**config.mk**
```make
export PLATFORM = sky130hd
export DESIGN_NAME = vram_arbiter
export DESIGN_NICKNAME = d
export VERILOG_FILES = /design/src/rtl/vram_arbiter.sv
export SDC_FILE = /design/constraint.sdc
export NUM_CORES = 1
export LEC_CHECK = 0
export ABC_AREA = 1
export BUFFER_PORTS_ARGS = -buffer_cell sky130_fd_sc_hd__buf_2
export CORE_ASPECT_RATIO = 0.75
export CORE_MARGIN = 4
export CORE_UTILIZATION = 45
export CTS_BUF_LIST = sky130_fd_sc_hd__clkbuf_2
export DETAILED_ROUTE_END_ITERATION = 7
export GPL_TIMING_DRIVEN = 1
export PLACE_DENSITY = 0.66
export RECOVER_POWER = 50
export SLEW_MARGIN = 20
export SYNTH_ARGS = -nofsm -noshare
export SYNTH_HDL_FRONTEND = slang
export SYNTH_SLANG_ARGS = --single-unit
```
**constraint.sdc**
```tcl
create_clock -name vga_clk -period 7.3 [get_ports vga_clk]
set_clock_uncertainty 0.15 [all_clocks]
set_input_delay 1.095 -clock vga_clk [delete_from_list [all_inputs] [get_ports vga_clk]]
set_output_delay 1.095 -clock vga_clk [all_outputs]
set_load 0.005 [all_outputs]
```
**src/rtl/vram_arbiter.sv**
```systemverilog
// vram_arbiter: shares the pixel RAM between VGA scan-out (priority), a buffered pixel writer and a clear-screen sweep
module vram_arbiter #(
    parameter int FIFO_DEPTH = 4,
    parameter int H_PIX      = 640,
    parameter int V_PIX      = 480
) (
    input  logic        vga_clk,
    input  logic        clrn,
    input  logic        vga_rdn,
    input  logic [8:0]  vga_row,
    input  logic [9:0]  vga_col,
    output logic [11:0] vga_data,
    input  logic        wr_valid,
    output logic        wr_ready,
    input  logic [8:0]  wr_row,
    input  logic [9:0]  wr_col,
    input  logic [11:0] wr_data,
    input  logic        clr_start,
    input  logic [11:0] clr_color,
    output logic        busy,
    output logic        clr_done,
    output logic [18:0] ram_addr,
    output logic        ram_we,
    output logic [11:0] ram_wdata,
    input  logic [11:0] ram_rdata
);
    localparam int AW = $clog2(FIFO_DEPTH);

    typedef enum logic [1:0] {IDLE, DRAIN, CLEAR} state_t;

    state_t        state_q;
    logic [30:0]   mem_q [FIFO_DEPTH];
    logic [AW-1:0] wp_q, rp_q;
    logic [AW:0]   cnt_q, cnt_d;
    logic [8:0]    cr_q;
    logic [9:0]    cc_q;
    logic [11:0]   clr_color_q;
    logic          clr_done_q;
    logic [30:0]   head;
    logic          push, pop, in_rng, clr_wr, last;

    assign head     = mem_q[rp_q];
    assign wr_ready = (cnt_q != (AW+1)'(FIFO_DEPTH)) && (state_q == IDLE);
    assign push     = wr_valid && wr_ready;
    assign pop      = vga_rdn && (cnt_q != '0) && (state_q != CLEAR);
    assign in_rng   = (head[30:22] < 9'(V_PIX)) && (head[21:12] < 10'(H_PIX));
    assign clr_wr   = vga_rdn && (state_q == CLEAR);
    assign last     = clr_wr && (cr_q == 9'(V_PIX - 1)) && (cc_q == 10'(H_PIX - 1));
    assign cnt_d    = cnt_q + (AW+1)'(push) - (AW+1)'(pop);
    assign busy     = state_q != IDLE;
    assign clr_done = clr_done_q;
    assign vga_data = ram_rdata;

    // Scan-out owns the port whenever it reads; otherwise the sweep or the FIFO head drives it.
    always_comb begin
        ram_we    = clr_wr || (pop && in_rng);
        ram_addr  = !vga_rdn ? {vga_row, vga_col} : clr_wr ? {cr_q, cc_q} : pop ? head[30:12] : '0;
        ram_wdata = clr_wr ? clr_color_q : pop ? head[11:0] : '0;
    end

    // FIFO storage needs no reset; validity is tracked by the pointers and count.
    always_ff @(posedge vga_clk) begin
        if (push) mem_q[wp_q] <= {wr_row, wr_col, wr_data};
    end

    // FIFO pointers, controller state and the clear-screen sweep counters.
    always_ff @(posedge vga_clk or negedge clrn) begin
        if (!clrn) begin
            state_q     <= IDLE;
            wp_q        <= '0;
            rp_q        <= '0;
            cnt_q       <= '0;
            cr_q        <= '0;
            cc_q        <= '0;
            clr_color_q <= '0;
            clr_done_q  <= 1'b0;
        end else begin
            if (push) wp_q <= wp_q + 1'b1;
            if (pop) rp_q <= rp_q + 1'b1;
            cnt_q      <= cnt_d;
            clr_done_q <= last;
            case (state_q)
                IDLE: if (clr_start) begin
                    clr_color_q <= clr_color;
                    state_q     <= (cnt_q == '0) ? CLEAR : DRAIN;
                end
                DRAIN: if (cnt_d == '0) state_q <= CLEAR;
                CLEAR: if (last) begin
                    state_q <= IDLE;
                    cr_q    <= '0;
                    cc_q    <= '0;
                end else if (clr_wr) begin
                    cc_q <= (cc_q == 10'(H_PIX - 1)) ? '0 : cc_q + 1'b1;
                    if (cc_q == 10'(H_PIX - 1)) cr_q <= cr_q + 1'b1;
                end
                default: state_q <= IDLE;
            endcase
        end
    end
endmodule
```
==> run metrics, run 1 <==
vias per inst about 5.2; commonest register cell after synthesis edfxtp_1; CTS root buf clkbuf_2; Peak Freq about 0.18 GHz; RSZ-0062 raised after global routing no; Worst Tran Pin Value between 2 and 2.5 ns; post-synthesis sequential area ratio 0.6337; Post-Route WL 16.92 mm; maximum VDD drop 0.0001740 V; 1st-pass router iterations 7; Final #Nets about 870; worst path cell trace clkbuf_1, inv_1, nor2_1, inv_2, o211ai_1, buf_2; placed cells slightly below 1000; Seq. cell area 4751 µm²; Die Area 18810 µm²; Crit path largest cell delay 1.71 ns; io pins 126; Mapped Area 7495 µm²; routability congestion estimate 0.8668; Cell variety after synth 34; DRC 0; critical path type input pin to primary output; setup violators final 0; Critical Path RT 6.05 ns; result of the run finished, violations left; vias in the first global route a little over 5000; fin cells approximately 1000; clock latency on the worst-skew pair 0.70 ns; area growth from synthesis to layout 9.833%; Die Height 119.8 µm; HPWL after DPL 11.01 mm; most frequent cells after synthesis nand2_1 (166), edfxtp_1 (124), nor2_1 (83); Site Rows 40; pin count of the biggest net entering global routing 66; Final period util 0.7747; hold slack roughly 0.39 ns; DR iter-0 viols 365; Syn Nets slightly below 800; Syn Area/Cell 10.65 µm²; MaxCap Viol Count 3; CP arrival 4.41 ns; ANT cells 0; leak pwr 3.280 nW; post-CTS setup buffers 0; Tmin final 5.655 ns; Design Power 2.822 mW; fillers about 1400; Yosys reg bits 165; clock transition at the registers of the reported paths 0.20 ns; area of the multi-input gates 2252 µm²; antenna violations before repair 3; post-route ant nets 0; clock buffer depth 2; Syn. warnings 0; Post-CTS Resized 0; Crit Path Max Fanout 31; I/O Buffers 101; CTS Buf Count 17; post-synthesis async set-or-reset flop share 0.2485; Setup TNS 0 ns; share of cells above drive strength 1 0.1727; synth top area cells edfxtp_1 (50%), dfrtp_1 (14%), nand2_1 (8.3%); Synth top area share 0.4968; global-route usage over all layers 0.1814; cell accounting for the most synthesized area edfxtp_1; per-cell routed wire length 16.77 µm; final hold viol count 0; top-count cell post-synth nand2_1; Mapped Cells roughly 700; DIE WIDTH ~160 µm; routed vias 5279; CORE AREA 16170 µm²; Post-CTS Hold Buffers 0; number of synthesized flops with an enable pin 124; slowest cell on the critical path nor2_1; Slew Viols, Final around 110; H-tree level count 4; Setup crit end kind primary output; failing checks max-capacitance violations, max-slew violations; CTS tree yes; Initial Util 0.4636; Worst Hold Class flip-flop to flip-flop; global-route wire length before repair around 26 mm; Sink Count around 170; Slew headroom -0.5723; CP startpoint kind input pin; Core Util, Final 0.5092; pwr/cell area 342.8 nW/µm²; GRT overflow 0
worst max-delay path, delay by kind of cell:
family                 cells  cell delay (ns)
AND/OR/NAND/NOR            1             1.71
buffers and inverters      4             1.22
AO/OA/AOI/OAI              1             0.37
cell families after synthesis:
logic type	after synthesis	share of synthesized area
AO/OA/AOI/OAI	100	0.07846
multiplexers	12	0.01803
adder cells (fa/ha/maj)	9	0.01603
buffers and inverters	93	0.06294
XOR/XNOR	12	0.01402
flip-flops	165	0.6337
AND/OR/NAND/NOR	313	0.1768
registers in the layout, summed over array words and instances, names as in the netlist:
register and cells:
rp_q 2, clr_done 1, clr_color_q 12, cr_q 9
state_q 2, cnt_q 3, mem_q 124, cc_q 10
wp_q 2
layout make-up:
type | count | area share
flip-flops and latches | 165 | 0.5771
multi-input cells | 446 | 0.2736
repair buffers | 106 | 0.06050
well taps | 210 | 0.03192
inverters | 50 | 0.02341
clock inverters | 14 | 0.02250
clock buffers | 18 | 0.01094
report_power, final:
part | internal, mW | total (mW) | switching (mW)
clock network | 0.204 | 0.534 | 0.330
logic | 0.345 | 0.980 | 0.634
registers | 1.18 | 1.31 | 0.124
cells in the final DEF, fill, tap and decap left out, types with 10 or more instances in the layout:
cell type	count
clkbuf_2	18
buf_2	68
dfrtp_1	40
nand2_1	167
nor2_1	80
xor2_1	10
nand3_1	38
o211ai_1	18
inv_1	45
clkbuf_1	34
mux2_2	12
o21ai_0	56
o22ai_1	15
edfxtp_1	124
routing by layer:
layer	routed length [µm]	share of wire	global-route usage
met1	7578	0.45	0.2552
met4	98	0.0058	0.04352
met2	7701	0.46	0.2733
met5	35	0.0021	0
met3	1504	0.089	0.06200
metrics by stage:
step	cell area [µm²]	worst slack, ns
global placement	8033	3.120
global route	8232	1.310
detailed placement	8033	3.042
floorplan	7495	4.206
CTS	8308	2.494
finish	8232	1.645
path summary, 6_finish.rpt:
check	cells after the start	slack, ns	to	from
setup / recovery	6	1.64	ram_addr[6]	vga_rdn
hold / removal	1	0.39	clr_color_q[1]	clr_color_q[1]
setup reg to reg	8	3.59	cr_q[8]	state_q[0]
hold reg to reg	1	0.39	clr_color_q[1]	clr_color_q[1]
max in group asynchronous	1	4.55	rp_q[0]	clrn
min in group asynchronous	1	0.89	cc_q[6]	clrn
Note: power is estimated with default switching activity, not from simulation.
==> run 2, diff against run 1 <==
ABC_AREA = 0   (was 1)
PLACE_DENSITY = 0.67   (was 0.66)
clock period = 5.5 ns   (was 7.3 ns; I/O delays follow)
==> run metrics, run 2 <==
complex-gate fraction of the synthesized area 0.05751; CP startpoint kind flip-flop; H-tree level count 4; Tmin final around 4 ns; Worst Tran Pin Value between 2 and 2.5 ns; Net Sw Frac 0.2436; reg2reg start state_q[1]; Yosys reg bits ~170; RSZ-0062 raised after global routing no; Post-Route WL 14.42 mm; Syn Nets roughly 500; CTS Buf Count 17; HPWL after DPL between 9 and 10 mm; hold path endpoint clr_color_q[3]; Psw between 400 and 500 µW; most frequent cells after synthesis edfxtp_1 (124), dfrtp_1 (41), mux4_2 (31); Die Height approximately 120 µm; hold-critical path depth 2; crit path buf inv count 2; routability congestion estimate between 0.7 and 0.8; Worst Hold Class input pin to flip-flop; pwr/cell area 261.4 nW/µm²; Comb pwr share 0.061; Mapped Cells ~420; mux cell area share after synthesis 0.1212; Post-CTS Resized 0; top-count cell post-synth edfxtp_1; CORE AREA between 15000 and 20000 µm²; commonest register cell after synthesis edfxtp_1; result of the run finished, violations left; DR iter-0 viols 289; max reg flops 124; Die Area 17750 µm²; Crit path largest cell delay roughly 0.89 ns; Syn Area/Cell 16.95 µm²; leak pwr 2.851 nW; Post-CTS Hold Buffers 0; I/O Buffers between 100 and 150; Final #Nets 598; r2r worst-path depth 13; pin count of the biggest net entering global routing 42; cell-internal power 1.542 mW; DIE WIDTH 152.5 µm; Flop pwr share 0.684; 1st-pass router iterations 4; RR Endpoint state_q[1]; commonest cells after routing, fill and taps aside edfxtp_1 (124), buf_2 (69), dfrtp_1 (40); failing checks max-capacitance violations, max-slew violations; Worst path top cell family by delay flip-flops; post-synthesis sequential area ratio 0.6738; vias in the first global route 4111; maximum VDD drop ~0.00014 V; Site Rows 39; Setup TNS 0 ns; largest reg by FF count mem_q; Cell variety after synth 49; global-route usage over all layers 0.1695; worst reg-to-reg setup slack roughly 2.2 ns; worst path cell trace buf_4, mux4_2, o21ai_0, nand3_1, nand2_1, buf_2; Synth Area in Adders 0.01704; ANT cells 0; Syn. warnings 0; Core Util, Final 0.5106; MaxCap Viol Count 1; global-route wire length before repair about 23 mm; Hold Startpoint clr_color[3]; slowest cell on the critical path dfrtp_2; critical path type flip-flop to primary output; Slew headroom -0.6007; Critical Path RT 4.53 ns; post-synthesis xor/xnor area fraction 0.01739; commonest non-fill, non-tap cell in the layout edfxtp_1; post-route ant nets 0; post-CTS setup buffers 0; Final period util 0.7317; Crit Path Max Fanout 20; post-synthesis async set-or-reset flop share 0.2485; DRC 0; GRT overflow 0; CTS tree yes; Design Power about 2 mW; cell accounting for the most synthesized area edfxtp_1; Clk network pwr share 0.254; clock buffer depth 2; setup violators final 0; Initial Util 0.4615; clock transition at the registers of the reported paths 0.22 ns; vias per inst 5.468; share of cells above drive strength 1 0.3002; Levels on crit path 6; CTS root buf clkbuf_2; Slew Viols, Final 42; Synth top area share 0.5282; Peak Freq ~0.25 GHz; CP arrival 3.05 ns; synth top area cells edfxtp_1 (53%), dfrtp_1 (15%), mux4_2 (9.9%); antenna violations before repair 1; Mapped Area 7049 µm²; per-cell routed wire length around 20 µm; clock latency on the worst-skew pair 0.68 ns; Setup crit end kind primary output; final hold viol count 0; simple-gate portion of the synthesized area 0.07969; area growth from synthesis to layout 10.63%; routed vias 3981; number of synthesized flops with an enable pin ~120; largest family of logic cells by synthesized area multiplexers; Sink Count between 150 and 200; io pins 126; largest registers mem_q (124), clr_color_q (12), cc_q (10)
-- run 2: per-layer routing --
metal | global-route usage | wire length, µm | vias to the layer above
li1 | - | - | 1822
met3 | 0.06037 | 776 | 16
met5 | 0 | 12 | -
met4 | 0.04807 | 181 | 2
met1 | 0.2137 | 6336 | 2046
met2 | 0.2834 | 7112 | 95
-- run 2: per-stage QoR --
stage               instance area [µm²]  cells  hold slack (ns)  setup slack [ns]
floorplan                          7049    416           0.2885             2.453
global placement                   7654    695           0.3049             1.763
detailed placement                 7654    695           0.3203             1.707
CTS                                7833    727          0.09547             1.327
global route                       7799    728          0.08933             1.126
finish                             7799    728           0.1935             1.475
-- run 2: cells by family (layout without fill, tap and decap cells) --
family | Yosys count | in the layout
adder cells (fa/ha/maj) | 9 | 9
multiplexers | 45 | 45
AO/OA/AOI/OAI | 49 | 49
buffers and inverters | 41 | 148
flip-flops | 165 | 165
AND/OR/NAND/NOR | 93 | 93
XOR/XNOR | 14 | 14
-- run 2: cell type report --
cell class | count | area, µm²
clock inverter | 13 | 83.83
sequential | 165 | 4751
timing repair buffer | 107 | 509.2
fill | 1295 | 7475
multi-input combinational | 210 | 2069
inverter | 9 | 33.78
clock buffer | 19 | 95.09
tap | 205 | 256.5
-- run 2: worst max-delay path by stage --
stage          slack [ns]      from           end
2_1_floorplan        2.45  cnt_q[1]    state_q[1]
3_3_place_gp         1.76   vga_rdn  ram_addr[13]
3_5_place_dp         1.71   vga_rdn  ram_addr[14]
4_1_cts              1.33   rp_q[0]        ram_we
5_1_grt              1.13   rp_q[0]        ram_we
6_report             1.48   rp_q[0]        ram_we
-- run 2: worst reg2reg max path, cell delays in order, from the launching register on --
cell and delay, ns:
dfrtp_1 0.51, or2_2 0.36, a21oi_2 0.20, and2_0 0.26, inv_1 0.07, ha_1 0.28, inv_1 0.05, ha_1 0.12
inv_1 0.04, fa_1 0.38, xnor2_1 0.15, xnor2_1 0.17, o32a_1 0.35, o22ai_1 0.12
-- run 2: power by group through the flow --
stage          Combinational [mW]  Clock, mW  Sequential (mW)
6_report                    0.125      0.518             1.40
5_1_grt                     0.140      0.599             1.40
4_1_cts                     0.129      0.537             1.40
3_5_place_dp                0.129          0             1.42
3_3_place_gp                0.123          0             1.42
2_1_floorplan              0.0691          0             1.41
==> run 3, diff against run 2 <==
ABC_AREA = 1   (was 0)
PLACE_DENSITY = 0.69   (was 0.67)
clock period = 3.5 ns   (was 5.5 ns; I/O delays follow)
==> run metrics, run 3 (synthesized netlist as in run 1, its figures left out) <==
Slew Viols, Final between 40 and 50; hold path endpoint clr_color_q[11]; Critical Path RT between 2 and 3 ns; 1st-pass router iterations 5; Setup TNS 0 ns; share of cells above drive strength 1 0.1696; I/O Buffers 101; RR Endpoint state_q[1]; CORE AREA 16170 µm²; Peak Freq 0.3099 GHz; CTS tree yes; Die Height 119.8 µm; MaxCap Viol Count 1; CTS Buf Count 17; area growth from synthesis to layout 16.54%; final hold viol count 0; Setup crit end kind primary output; Post-Route WL 16.78 mm; post-layout instance area a little under 9000 µm²; largest reg by FF count mem_q; Die Area 18810 µm²; Final period util 0.9220; r2r worst-path depth 15; result of the run finished, violations left; commonest cells after routing, fill and taps aside nand2_1 (167), edfxtp_1 (124), nor2_1 (79); pwr/cell area 676.5 nW/µm²; Hold Startpoint clr_color_q[11]; clock latency on the worst-skew pair 0.72 ns; Crit Path Max Fanout 20; routability congestion estimate 0.8313; Sink Count 165; Core Util, Final 0.5403; hold-critical path depth 1; CTS root buf clkbuf_2; commonest non-fill, non-tap cell in the layout nand2_1; Final #Nets 924; clock transition at the registers of the reported paths 0.22 ns; CP startpoint kind input pin; global-route wire length before repair 26.94 mm; pre-CTS WS 0.7337 ns; Worst Hold Class flip-flop to flip-flop; pin count of the biggest net entering global routing 62; RSZ-0062 raised after global routing no; max reg flops 124; io pins 126; setup violators final 0; DIE WIDTH between 150 and 200 µm; global routing's busiest layer met1; GR Layer Usage met1 0.2772; routed vias about 5400; vias in the first global route 5153; GRT overflow 0; maximum VDD drop 0.0002706 V; Placed Area 8061 µm²; routing usage on met2 0.2599; critical path type input pin to primary output; Worst Tran Pin Value 2.452 ns; vias per inst 5.083; GRT met3 Usage 0.04975; CP arrival 2.55 ns; Slew headroom -0.6344; Site Rows 40; largest registers mem_q (124), clr_color_q (12), cc_q (10); setup ws final 0.2728 ns; global-route usage over all layers 0.1837; antenna violations before repair 1; worst reg-to-reg setup slack 0.45 ns; HPWL after DPL 10.75 mm; failing checks max-capacitance violations, max-slew violations; post-CTS setup buffers 0; Tmin final 3.227 ns; per-cell routed wire length roughly 16 µm; DR iter-0 viols 442; H-tree level count 4; Initial Util 0.4636; reg2reg start cnt_q[1]; leak pwr 3.480 nW; clock buffer depth 2; post-route ant nets 0; DRC 0
run 3: cell count changes in the layout (fill, tap and decap cells not counted), moves of 16 or more:
cell and change:
a221o_1 -16, dlygate4sd3_1 +46, inv_1 +36, mux4_2 -31, nand2_1 +146, nand3_1 +28, nor2_1 +74, nor2b_1 -16
o211ai_1 +18, o21ai_0 +51
run 3: layer usage:
layer	vias to the layer above	part of all wire
li1	2650	-
met1	2528	0.49
met4	0	0.012
met2	184	0.42
met3	26	0.074
met5	-	0
run 3: cell type report:
type / count / area (µm²)
clock inverter: 12 / 143.9
sequential: 165 / 4750
fill: 1429 / 7431
clock buffer: 20 / 100.1
multi-input combinational: 446 / 2281
tap: 210 / 262.8
timing repair buffer: 156 / 999.7
antenna: 1 / 2.502
inverter: 50 / 195.2
run 3: power breakdown:
| group | internal, mW | switching, mW | leakage [nW] |
|---|---|---|---|
| clock network | 0.352 | 0.682 | 0.144 |
| logic | 0.779 | 1.46 | 1.70 |
| registers | 2.47 | 0.168 | 1.63 |
run 3: how the worst max path moves through the flow:
| stage | cells past startpoint | startpoint | slack (ns) | endpoint |
|---|---|---|---|---|
| global placement | 15 | cnt_q[1] | 0.84 | state_q[0] |
| finish | 7 | vga_rdn | 0.27 | ram_addr[10] |
| CTS | 7 | rp_q[0] | 0.08 | ram_wdata[6] |
| floorplan | 5 | state_q[1] | 0.64 | mem_q[0][0] |
| global route | 8 | rp_q[1] | 0.009 | ram_we |
| detailed placement | 15 | state_q[1] | 0.73 | state_q[1] |
run 3: stage by stage:
step                power (mW)  std cells  hold slack [ns]
detailed placement       4.887        981           0.3425
global route             6.362       1060           0.2998
CTS                      5.954       1060           0.2895
global placement         4.843        981           0.3383
finish                   5.909       1060           0.3875
floorplan                4.179        704          0.07941
run 3: critical path, stage by stage:
cell and delay, ns:
dlygate4sd3_1 0.53, buf_2 0.14, inv_1 0.29, nor2_4 0.40, inv_2 0.24, o211ai_1 0.26
buf_2 0.15
run 3: what timing repair did:
| item | 4_1_cts | 5_1_grt |
|---|---|---|
| endpoints found under the hold margin | 182 | 0 |
| endpoints found under the setup margin | 0 | 13 |
| resized for setup | 0 | 3 |
| hold buffers | 47 | 0 |
